**src/rtl/sdram_test_result_counter.sv**
```systemverilog
// ---------------------------------------------------------------------------
// sdram_test_result_counter
//
// Collects per-word compare results from the SDRAM test engine and feeds the
// six-digit seven-segment decoder.
//   * word_cnt counts every compared word. err_cnt counts mismatching words.
//     Both counters saturate at MAX_COUNT.
//   * err_flag is sticky. It is set by the first error seen after reset or
//     clear.
//   * The displayed value (num) is a snapshot of the page-selected value. It
//     is refreshed every REFRESH_CYCLES clocks, on a page change, or on clear.
//
// Optional feature (compile-time macro SDRAM_RESULT_FIRST_ERR_ADDR_EN):
//   When the macro is defined, the address of the first error is captured
//   and shown on page 2, giving the page sequence 0->1->2->0.
//   When it is undefined, there is no capture register and the page
//   sequence is 0->1->0.
//
// Ports:
//   clk          system clock, rising edge
//   rst          synchronous active-high reset
//   clear        synchronous clear of counters, flag and captured address
//   result_valid one-cycle strobe, one word compared
//   result_error mismatch indication, qualified by result_valid
//   result_addr  word address of the result, qualified by result_valid
//   page_next    one-cycle pulse that advances the display page
//   num          20-bit binary value for the display decoder
//   page         current page (0 words, 1 errors, 2 first error address)
//   err_flag     sticky error flag
//   sat          registered "either counter at MAX_COUNT"
// ---------------------------------------------------------------------------
module sdram_test_result_counter #(
   parameter int ADDR_W         = 24,
   parameter int MAX_COUNT      = 999999,
   parameter int REFRESH_CYCLES = 5000000
) (
   input  logic              clk,
   input  logic              rst,
   input  logic              clear,
   input  logic              result_valid,
   input  logic              result_error,
   input  logic [ADDR_W-1:0] result_addr,
   input  logic              page_next,
   output logic [19:0]       num,
   output logic [1:0]        page,
   output logic              err_flag,
   output logic              sat
);

   localparam int               REF_W    = (REFRESH_CYCLES > 2) ? $clog2(REFRESH_CYCLES) : 1;
   localparam logic [REF_W-1:0] REF_LAST = REF_W'(REFRESH_CYCLES - 1);
   localparam logic [19:0]      MAX_VAL  = 20'(MAX_COUNT);

   logic [19:0]      word_cnt_reg;
   logic [19:0]      err_cnt_reg;
   logic             err_flag_reg;
   logic             sat_reg;
   logic [1:0]       page_reg;
   logic [19:0]      num_reg;
   logic [REF_W-1:0] refresh_cnt_reg;
   logic             load_pending_reg;   // page changed last cycle: reload num now

   logic             tick;
   logic [1:0]       page_next_val;
   logic [19:0]      addr_view;
   logic [19:0]      sel_val;
   logic             first_error;

   assign tick        = (refresh_cnt_reg == REF_LAST);
   assign first_error = result_valid && result_error && !err_flag_reg;

`ifdef SDRAM_RESULT_FIRST_ERR_ADDR_EN
   logic [ADDR_W-1:0] first_addr_reg;

   always_ff @(posedge clk) begin
      if (rst) begin
         first_addr_reg <= '0;
      end else if (clear) begin
         first_addr_reg <= '0;
      end else if (first_error) begin
         first_addr_reg <= result_addr;
      end
   end

   // Page 2 shows the low 20 address bits. A narrower address is zero-extended.
   generate
      if (ADDR_W >= 20) begin : g_addr_trunc
         assign addr_view = first_addr_reg[19:0];
      end else begin : g_addr_ext
         assign addr_view = {{(20-ADDR_W){1'b0}}, first_addr_reg};
      end
   endgenerate

   always_comb begin
      page_next_val = (page_reg == 2'd2) ? 2'd0 : page_reg + 2'd1;
   end
`else
   // The address is only needed by the capture register.
   logic unused_addr;
   assign unused_addr = ^result_addr;
   assign addr_view   = '0;

   always_comb begin
      page_next_val = (page_reg == 2'd0) ? 2'd1 : 2'd0;
   end
`endif

   always_comb begin
      sel_val = '0;
      case (page_reg)
         2'd0:    sel_val = word_cnt_reg;
         2'd1:    sel_val = err_cnt_reg;
         2'd2:    sel_val = addr_view;
         default: sel_val = '0;
      endcase
   end

   always_ff @(posedge clk) begin
      if (rst) begin
         word_cnt_reg     <= '0;
         err_cnt_reg      <= '0;
         err_flag_reg     <= 1'b0;
         sat_reg          <= 1'b0;
         page_reg         <= 2'd0;
         num_reg          <= '0;
         refresh_cnt_reg  <= '0;
         load_pending_reg <= 1'b0;
      end else begin
         // sat follows the counter registers with one cycle of delay.
         sat_reg <= (word_cnt_reg == MAX_VAL) | (err_cnt_reg == MAX_VAL);

         if (page_next) begin
            page_reg <= page_next_val;
         end
         load_pending_reg <= page_next;

         if (clear || page_next || tick) begin
            refresh_cnt_reg <= '0;
         end else begin
            refresh_cnt_reg <= refresh_cnt_reg + 1'b1;
         end

         // A page change overrides a coincident tick. The snapshot is taken
         // on the following cycle, from the new page.
         if (clear) begin
            num_reg <= '0;
         end else if (!page_next && (load_pending_reg || tick)) begin
            num_reg <= sel_val;
         end

         if (clear) begin
            word_cnt_reg <= '0;
            err_cnt_reg  <= '0;
            err_flag_reg <= 1'b0;
         end else if (result_valid) begin
            if (word_cnt_reg != MAX_VAL) begin
               word_cnt_reg <= word_cnt_reg + 20'd1;
            end
            if (result_error) begin
               if (err_cnt_reg != MAX_VAL) begin
                  err_cnt_reg <= err_cnt_reg + 20'd1;
               end
               err_flag_reg <= 1'b1;
            end
         end
      end
   end

   assign num      = num_reg;
   assign page     = page_reg;
   assign err_flag = err_flag_reg;
   assign sat      = sat_reg;

endmodule

```
**config.mk**
```make
export PLATFORM = sky130hd
export DESIGN_NAME = sdram_test_result_counter
export DESIGN_NICKNAME = d
export VERILOG_FILES = /design/src/rtl/sdram_test_result_counter.sv
export SDC_FILE = /design/constraint.sdc
export NUM_CORES = 1
export LEC_CHECK = 0
export BUFFER_PORTS_ARGS = -buffer_cell sky130_fd_sc_hd__buf_2
export CAP_MARGIN = 20
export CORE_ASPECT_RATIO = 1.2
export CORE_MARGIN = 10
export CORE_UTILIZATION = 62
export DETAILED_ROUTE_END_ITERATION = 8
export PLACE_DENSITY = 0.95
export SLEW_MARGIN = 25
export SYNTH_ARGS = -nofsm -noshare
export SYNTH_HDL_FRONTEND = slang
export SYNTH_SLANG_ARGS = --single-unit
```
**constraint.sdc**
```tcl
create_clock -name clk -period 5.3 [get_ports clk]
set_input_delay 0.265 -clock clk [delete_from_list [all_inputs] [get_ports clk]]
set_output_delay 0.265 -clock clk [all_outputs]
set_load 0.01 [all_outputs]
```
==> results of run 1 <==
==> routing by layer <==
metal	track usage (%)	vias to the layer above	wire length (um)
li1	-	1848	-
met1	22.0	1837	4070
met2	31.9	167	5140
met3	3.32	31	627
met4	10.8	0	303
met5	0	-	0
==> cells in the final DEF (no fill, tap or decap), types with 3 or more instances in the layout <==
master / synthesis / final
o31ai_1: 5 / 5
mux2i_1: 29 / 29
or4bb_1: 3 / 3
a2111o_1: 5 / 5
xnor2_1: 19 / 19
ha_1: 3 / 3
or3_1: 26 / 26
mux2_2: 16 / 16
or4_1: 11 / 11
nor4_1: 9 / 9
o21ai_0: 24 / 24
and4_1: 3 / 3
a21oi_1: 32 / 31
nand3_1: 15 / 15
nor2_1: 35 / 34
clkbuf_8: 0 / 9
inv_1: 14 / 14
or2_2: 3 / 3
nand4_1: 17 / 17
buf_2: 5 / 28
nand2_1: 83 / 83
nor3_1: 6 / 6
dfxtp_1: 87 / 86
and3_1: 6 / 6
==> synth_stat cells, types with 2 or more instances <==
cell type | count | area share, %
a2111o_1 | 5 | 1.3
a21oi_1 | 32 | 3.7
a31o_2 | 2 | 0.41
a31oi_1 | 2 | 0.29
a41o_1 | 2 | 0.47
and3_1 | 6 | 0.87
and4_1 | 3 | 0.61
buf_1 | 2 | 0.17
buf_2 | 5 | 0.58
clkbuf_1 | 19 | 1.7
dfxtp_1 | 87 | 41
ha_1 | 3 | 0.87
inv_1 | 14 | 1.2
mux2_2 | 16 | 4.2
mux2i_1 | 29 | 6.8
nand2_1 | 83 | 7.2
nand3_1 | 15 | 1.7
nand4_1 | 17 | 2.5
nor2_1 | 35 | 3.1
nor2b_1 | 2 | 0.29
nor3_1 | 6 | 0.70
nor4_1 | 9 | 1.3
nor4b_1 | 2 | 0.41
o21ai_0 | 24 | 2.8
o311ai_0 | 2 | 0.41
o31ai_1 | 5 | 0.87
o41ai_1 | 2 | 0.41
or2_2 | 3 | 0.44
or3_1 | 26 | 3.8
or4_1 | 11 | 1.9
or4bb_1 | 3 | 0.79
xnor2_1 | 19 | 3.9
xor2_1 | 2 | 0.41
==> worst max-delay path: cells and delay by family, from the launching register on <==
family	cells	cell delay (ns)
AND/OR/NAND/NOR	3	0.96
AO/OA/AOI/OAI	1	0.66
flip-flops	1	0.39
adder cells (fa/ha/maj)	1	0.20
==> final cells by class <==
class                      instances  area, um^2  share of cell area (%)
multi-input combinational        380        2400                    51.3
sequential                        87        1740                    37.3
timing repair buffer              30         175                    3.75
clock buffer                       9         124                    2.65
tap                               87         109                    2.33
clock inverter                     6        71.3                    1.53
inverter                          14        52.6                    1.12
==> stage by stage <==
step           hold WS, ns  setup WS, ns  cell area [um^2]  util [%]  cells
5_1_grt              0.212          2.74              4670      69.0    613
4_1_cts              0.196          2.96              4670      69.0    613
2_1_floorplan        0.393          3.38              4300         -    509
3_3_place_gp         0.440          3.12              4450      65.7    597
6_report             0.196          2.94              4670      69.0    613
3_5_place_dp         0.448          2.98              4480      66.1    598
==> logic make-up (layout without fill, tap and decap cells) <==
group / after synthesis / in the layout / share of synthesized area [%]
multiplexers: 45 / 45 / 10.9
flip-flops: 87 / 87 / 40.5
buffers and inverters: 42 / 59 / 3.93
XOR/XNOR: 21 / 21 / 4.28
adder cells (fa/ha/maj): 3 / 3 / 0.873
AND/OR/NAND/NOR: 230 / 230 / 27.9
other: 1 / 1 / 0.0873
AO/OA/AOI/OAI: 80 / 80 / 11.4
==> power breakdown <==
group | switching, mW | internal [mW]
sequential | 0.00900 | 0.656
combinational | 0.0287 | 0.0169
clock | 0.248 | 0.218
total | 0.285 | 0.891
==> how the worst max path moves through the flow <==
stage	to	slack [ns]	cells after the start
after floorplan	refresh_cnt_reg[20]	3.38	5
after global placement	refresh_cnt_reg[11]	3.12	5
after detailed placement	refresh_cnt_reg[10]	2.98	5
after CTS	refresh_cnt_reg[5]	2.96	5
after global routing	refresh_cnt_reg[8]	2.74	5
final	refresh_cnt_reg[5]	2.94	5
==> results.sh, run 1 <==
export IMPL_status="finished clean"
export IMPL_crit_arrival_ns=2.59
export IMPL_cts_buffers=9
export IMPL_fin_crit_sh_pct=44.5
export IMPL_wire_per_inst_um=16.5
export IMPL_power_density_nw_per_um2=252
export IMPL_synth_cells=509
export IMPL_initial_core_util_pct=63.5
export IMPL_synth_warnings=0
export IMPL_synth_seq_area_share_pct=40.5
export IMPL_grt_pass1_wl_mm=17.0
export IMPL_place_hpwl_mm=6.94
export IMPL_cp_slowest_cell="a211o_1"
export IMPL_max_slew_worst_pin_slew_ns=0.792
export IMPL_ant_nets=0
export IMPL_slowest_delay_ns=0.66
export IMPL_drtPass1Iterations=7
export IMPL_ctsLongestPathBuffers=2
export IMPL_syn_cell_area_um2=4300
export IMPL_min_delay_path_depth=2
export IMPL_synth_edf_count=0
export IMPL_nFillCells=518
export IMPL_hp_start="page_next"
export IMPL_cts_root_buf="clkbuf_8"
export IMPL_ctsResizeCount=0
export IMPL_cts_tree="yes"
export IMPL_cts_hold_buffers_added=0
export IMPL_ys_seq_elements=87
export IMPL_end_kind="flip-flop"
export IMPL_hold_end="load_pending_reg"
export IMPL_drtIter0Drc=353
export IMPL_die_area_um2=10700
export IMPL_port_buffer_count=28
export IMPL_largest_reg_flops=23
export IMPL_grt_use_total_pct=19.1
export IMPL_reg2reg_depth=5
export IMPL_grt_overflow_total=0
export IMPL_hold_class="input port to flip-flop"
export IMPL_grt_pass1_vias=3762
export IMPL_slew_headroom_pct=46.8
export IMPL_io_pins=54
export IMPL_row_count=33
export IMPL_peakVddDrop_mv=0.253
export IMPL_fin_crit_ns=2.36
export IMPL_htree_levels=3
export IMPL_syn_nets=542
export IMPL_gp_congestion=0.895
export IMPL_drc=0
export IMPL_leakagePower_nw=1.65
export IMPL_synthFlopType="dfxtp_1"
export IMPL_layout_drive_gt1_share_pct=14.3
export IMPL_vias=3883
export IMPL_wl_mm=10.1
export IMPL_core_um2=6770
export IMPL_antenna_cells=0
export IMPL_total_power_mw=1.18
export IMPL_nNetsFinal=555
export IMPL_fp_dieW_um=96.0
export IMPL_setup_tns_ns=0
export IMPL_avgSynthCellArea_um2=8.44
export IMPL_crit_start="refresh_cnt_reg[0]"
export IMPL_timing_rr_end="refresh_cnt_reg[5]"
export IMPL_post_cts_buffers=0
export IMPL_areaGrowthSynthToFinish_pct=8.73
export IMPL_max_freq_mhz=424
export IMPL_fin_worst_skew_ns=0.0100
export IMPL_routed_via_density=6.33
export IMPL_clock_sinks=87
export IMPL_clk_pin_slew_ns=0.09
export IMPL_reg2reg_slack_ns=2.94
export IMPL_hold_violations=0
export IMPL_grt_max_degree=35
export IMPL_drv_slew=0
export IMPL_clk_latency_ns=0.37
export IMPL_cp_required_ns=5.53
export IMPL_ys_types=49
export IMPL_rsz0062_at_grt="false"
export IMPL_antenna_found_initial=0
export IMPL_synthArstFlopShare_pct=0
export IMPL_max_cap_viol_count=0
export IMPL_critPathKind="flip-flop to flip-flop"
export IMPL_r2r_start="refresh_cnt_reg[0]"
export IMPL_setup_violations=0
export IMPL_cp_max_fo=23
export IMPL_crit_chain="ha_1 -> nand3_1 -> nor4_1 -> a211o_1 -> nor2_1"
export IMPL_start_kind="flip-flop"
export IMPL_chipHeight_um=111
Note: power is estimated with default switching activity, not from simulation.
==> run 2, diff against run 1 <==
Settings changed: CORE_UTILIZATION 62 to 52, PLACE_DENSITY 0.95 to 0.87.
Clock period 5.3 ns to 2.1 ns, I/O delays scaled along.
==> run 2 against run 1 <==
Combinational power grew to 3.1 times the previous value. Wire length is 1.0% higher. Total power grew to 2.6 times the previous value. Final cell count is 4.2% higher. Largest power group unchanged. Core utilization is 9.4 points lower. Flip-flop and latch count stayed put. Sequential power is 150% higher.
==> results.sh, run 2 (synthesis gave the netlist of run 1 again) <==
export IMPL_clk_pin_slew_ns=0.09
export IMPL_drtPass1Iterations=5
export IMPL_cts_hold_buffers_added=0
export IMPL_fin_worst_skew_ns=0.0140
export IMPL_areaGrowthSynthToFinish_pct=12.5
export IMPL_gp_congestion=0.889
export IMPL_wire_per_inst_um=16.0
export IMPL_htree_levels=3
export IMPL_grt_max_degree=39
export IMPL_fin_util_pct=59.6
export IMPL_dpl_instance_area_um2=4620
export IMPL_hold_slack_ns=0.0364
export IMPL_row_count=36
export IMPL_max_freq_mhz=500
export IMPL_end_kind="flip-flop"
export IMPL_initial_core_util_pct=53.0
export IMPL_use_met3_pct=2.35
export IMPL_cts_tree="yes"
export IMPL_chipHeight_um=120
export IMPL_peakVddDrop_mv=0.366
export IMPL_routed_via_density=6.07
export IMPL_fp_dieW_um=103
export IMPL_core_um2=8110
export IMPL_max_cap_viol_count=0
export IMPL_setup_tns_ns=0
export IMPL_layout_drive_gt1_share_pct=17.1
export IMPL_fin_crit_ns=2.00
export IMPL_fin_crit_sh_pct=95.3
export IMPL_cp_max_fo=7
export IMPL_grt_overflow_total=0
export IMPL_drv_slew=0
export IMPL_leakagePower_nw=1.74
export IMPL_status="finished clean"
export IMPL_vias=3878
export IMPL_start_kind="flip-flop"
export IMPL_slew_headroom_pct=58.8
export IMPL_max_slew_worst_pin_slew_ns=0.615
export IMPL_critPathKind="flip-flop to flip-flop"
export IMPL_post_cts_buffers=0
export IMPL_grt_pass1_wl_mm=16.7
export IMPL_grt_use_total_pct=16.5
export IMPL_ant_nets=0
export IMPL_largest_reg_flops=23
export IMPL_drc=0
export IMPL_busiest_layer="met2"
export IMPL_cts_buffers=9
export IMPL_place_hpwl_mm=7.33
export IMPL_cts_root_buf="clkbuf_8"
export IMPL_power_density_nw_per_um2=623
export IMPL_die_area_um2=12300
export IMPL_clock_sinks=87
export IMPL_clk_latency_ns=0.37
export IMPL_antenna_found_initial=0
export IMPL_antenna_cells=0
export IMPL_final_area_um2=4830
export IMPL_port_buffer_count=28
export IMPL_cp_required_ns=2.41
export IMPL_use_met1_pct=17.4
export IMPL_setup_violations=0
export IMPL_grt_pass1_vias=3635
export IMPL_ctsLongestPathBuffers=2
export IMPL_grtUsageMet2_pct=29.8
export IMPL_io_pins=54
export IMPL_hold_class="input port to flip-flop"
export IMPL_final_common_cell="dfxtp_1"
export IMPL_ctsResizeCount=0
export IMPL_wl_mm=10.2
export IMPL_drtIter0Drc=285
export IMPL_final_cell_mix="dfxtp_1 (87), nand2_1 (83), nor2_1 (34)"
export IMPL_hold_violations=0
export IMPL_nNetsFinal=572
export IMPL_rsz0062_at_grt="false"
export IMPL_crit_arrival_ns=2.31
## run 2: critical path, stage by stage, from the launching register on
cell and delay [ns]:
dfxtp_1 0.45, nand4_1 0.21, or4_1 0.71, or3_1 0.42, a21oi_1 0.15
## run 2: routing by layer
metal | wire (um) | vias to the layer above
li1 | - | 1887
met1 | 3980 | 1851
met2 | 5500 | 111
met3 | 390 | 29
met4 | 373 | 0
met5 | 0 | -
## run 2: cell type report
cell class	instances	area, um^2
multi-input combinational	380	2410
tap	95	119
clock buffer	11	141
timing repair buffer	47	308
inverter	14	52.6
fill	691	3270
clock inverter	5	63.8
sequential	87	1740
## run 2: per-stage QoR
stage / power, mW / setup slack, ns / instances
detailed placement: 1.84 / 0.131 / 623
global route: 3.10 / 0.00623 / 639
finish: 3.01 / 0.0986 / 639
floorplan: 1.80 / 0.184 / 509
global placement: 1.83 / 0.195 / 623
CTS: 3.02 / 0.123 / 639
## run 2: path summary, 6_finish.rpt
path	depth (start not counted)	startpoint	slack, ns	to
setup reg to reg	4	refresh_cnt_reg[10]	0.1	refresh_cnt_reg[19]
hold reg to reg	2	num[3]	0.46	num[3]
hold / removal	3	page_next	0.04	page[0]
setup / recovery	4	refresh_cnt_reg[10]	0.1	refresh_cnt_reg[19]
## run 2: power breakdown
| group | leakage, nW | internal [mW] | switching (mW) | total [mW] |
|---|---|---|---|---|
| clock | 0.101 | 0.593 | 0.618 | 1.21 |
| sequential | 0.701 | 1.66 | 0.00609 | 1.66 |
| combinational | 0.939 | 0.0496 | 0.0902 | 0.140 |
==> run 3, diff against run 2 <==
Settings changed: CELL_PAD_IN_SITES_DETAIL_PLACEMENT set to 0, CELL_PAD_IN_SITES_GLOBAL_PLACEMENT set to 1, CORE_UTILIZATION 52 to 39, PLACE_DENSITY 0.87 to 0.86.
==> run 3 against run 2 <==
Sequential power about the same. Hold slack improved by 0.043 ns. Final cell count increased by 6.1%. Critical path type unchanged. Critical path depth increased by 1. Total power increased by 14%. Register-to-register slack improved by 0.03 ns. Die area increased by 27%. Count of clock-buffer cells in the layout increased by 1. Clock power increased by 34%. Non-clock buffer count increased by 5. Largest power group unchanged.
==> results.sh, run 3 (synthesis gave the netlist of run 1 again) <==
export IMPL_drtPass1Iterations=4
export IMPL_clk_pin_slew_ns=0.06
export IMPL_antenna_found_initial=0
export IMPL_hold_class="input port to flip-flop"
export IMPL_max_slew_worst_pin_slew_ns=0.625
export IMPL_cts_tree="yes"
export IMPL_drtIter0Drc=212
export IMPL_grt_use_total_pct=13.3
export IMPL_cts_root_buf="clkbuf_16"
export IMPL_clk_latency_ns=0.35
export IMPL_post_cts_buffers=0
export IMPL_setup_violations=0
export IMPL_total_power_mw=3.42
export IMPL_ant_nets=0
export IMPL_fp_dieW_um=116
export IMPL_row_count=41
export IMPL_grt_overflow_total=0
export IMPL_fin_crit_ns=1.97
export IMPL_wire_per_inst_um=15.1
export IMPL_die_area_um2=15600
export IMPL_reg2reg_slack_ns=0.13
export IMPL_crit_arrival_ns=2.20
export IMPL_status="finished clean"
export IMPL_cp_max_fo=17
export IMPL_drc=0
export IMPL_areaGrowthSynthToFinish_pct=16.6
export IMPL_cts_buffers=9
export IMPL_core_um2=10700
export IMPL_nFillCells=1071
export IMPL_fin_worst_skew_ns=0.00741
export IMPL_start_kind="flip-flop"
export IMPL_rsz0062_at_grt="false"
export IMPL_place_hpwl_mm=7.43
export IMPL_io_pins=54
export IMPL_slew_headroom_pct=58.2
export IMPL_max_cap_viol_count=0
export IMPL_antenna_cells=0
export IMPL_port_buffer_count=28
export IMPL_leakagePower_nw=1.81
export IMPL_setup_tns_ns=0
export IMPL_vias=3742
export IMPL_hold_violations=0
export IMPL_power_density_nw_per_um2=683
export IMPL_grt_pass1_vias=3543
export IMPL_initial_core_util_pct=40.3
export IMPL_grt_pass1_wl_mm=17.0
export IMPL_fin_crit_sh_pct=93.9
export IMPL_chipHeight_um=135
export IMPL_layout_drive_gt1_share_pct=17.9
export IMPL_critPathKind="flip-flop to flip-flop"
export IMPL_drv_slew=0
export IMPL_largest_reg_flops=23
export IMPL_routed_via_density=5.52
export IMPL_nNetsFinal=577
export IMPL_end_kind="flip-flop"
export IMPL_final_common_cell="dfxtp_1"
export IMPL_htree_levels=3
export IMPL_peakVddDrop_mv=0.336
export IMPL_final_cell_mix="dfxtp_1 (87), nand2_1 (83), nor2_1 (34)"
export IMPL_ctsLongestPathBuffers=2
export IMPL_wl_mm=10.2
export IMPL_gp_congestion=0.832
export IMPL_clock_sinks=87
export IMPL_max_freq_mhz=507
export IMPL_grt_max_degree=35
export IMPL_cp_required_ns=2.33
==> run 3: changes by cell type in the layout (fill, tap and decap cells not counted), sizes merged <==
cell    delta
inv        -2
clkinv     +1
buf        +5
clkbuf     +1
==> run 3: metal layers <==
metal	track usage (%)	vias up	routed length, um
met5	0	-	0
met4	5.71	0	205
met3	3.01	15	297
met2	22.9	48	5190
met1	15.2	1777	4520
li1	-	1902	-
==> run 3: where the power goes <==
part	switching, mW	internal, mW	total (mW)
logic	0.0911	0.0506	0.142
registers	0.00558	1.66	1.66
clock network	0.662	0.959	1.62
total	0.758	2.67	3.42
==> run 3: what timing repair did <==
item | CTS | global route
setup endpoints to repair | 0 | 4
gates resized for setup | 0 | 3
hold buffers | 0 | 0
==> run 3: cell type report <==
class                           instances  area [um^2]  share of cell area, %
Sequential cell                        87         1740                   34.7
Clock buffer                           12          246                   4.92
Timing Repair Buffer                   52          345                   6.89
Multi-Input combinational cell        380         2410                   48.1
Clock inverter                          4         55.1                   1.10
Inverter                               14         52.6                   1.05
Tap cell                              129          161                   3.22
==> run 3: through the flow <==
stage | area, um^2 | worst slack [ns] | hold WS [ns] | util (%) | cells
floorplan | 4300 | 0.184 | 0.233 | - | 509
global placement | 4700 | 0.132 | 0.431 | 44.0 | 662
detailed placement | 4700 | 0.0789 | 0.440 | 44.0 | 662
CTS | 5000 | 0.0743 | 0.0778 | 46.9 | 678
global route | 5010 | 0.0207 | 0.0869 | 47.0 | 678
finish | 5010 | 0.128 | 0.0793 | 47.0 | 678
==> run 3: worst max-delay path, cell delays in order (launching register included) <==
cell and delay, ns:
dfxtp_1 0.33, or4b_2 0.69, nor4_1 0.29, a21oi_2 0.19, buf_12 0.21, mux2i_1 0.13
==> run 3: final timing paths <==
kind         depth (start not counted)                start               end
max                                  5  refresh_cnt_reg[15]            num[8]
min                                  2            page_next  load_pending_reg
max reg2reg                          5  refresh_cnt_reg[15]            num[8]
min reg2reg                          2              num[15]           num[15]
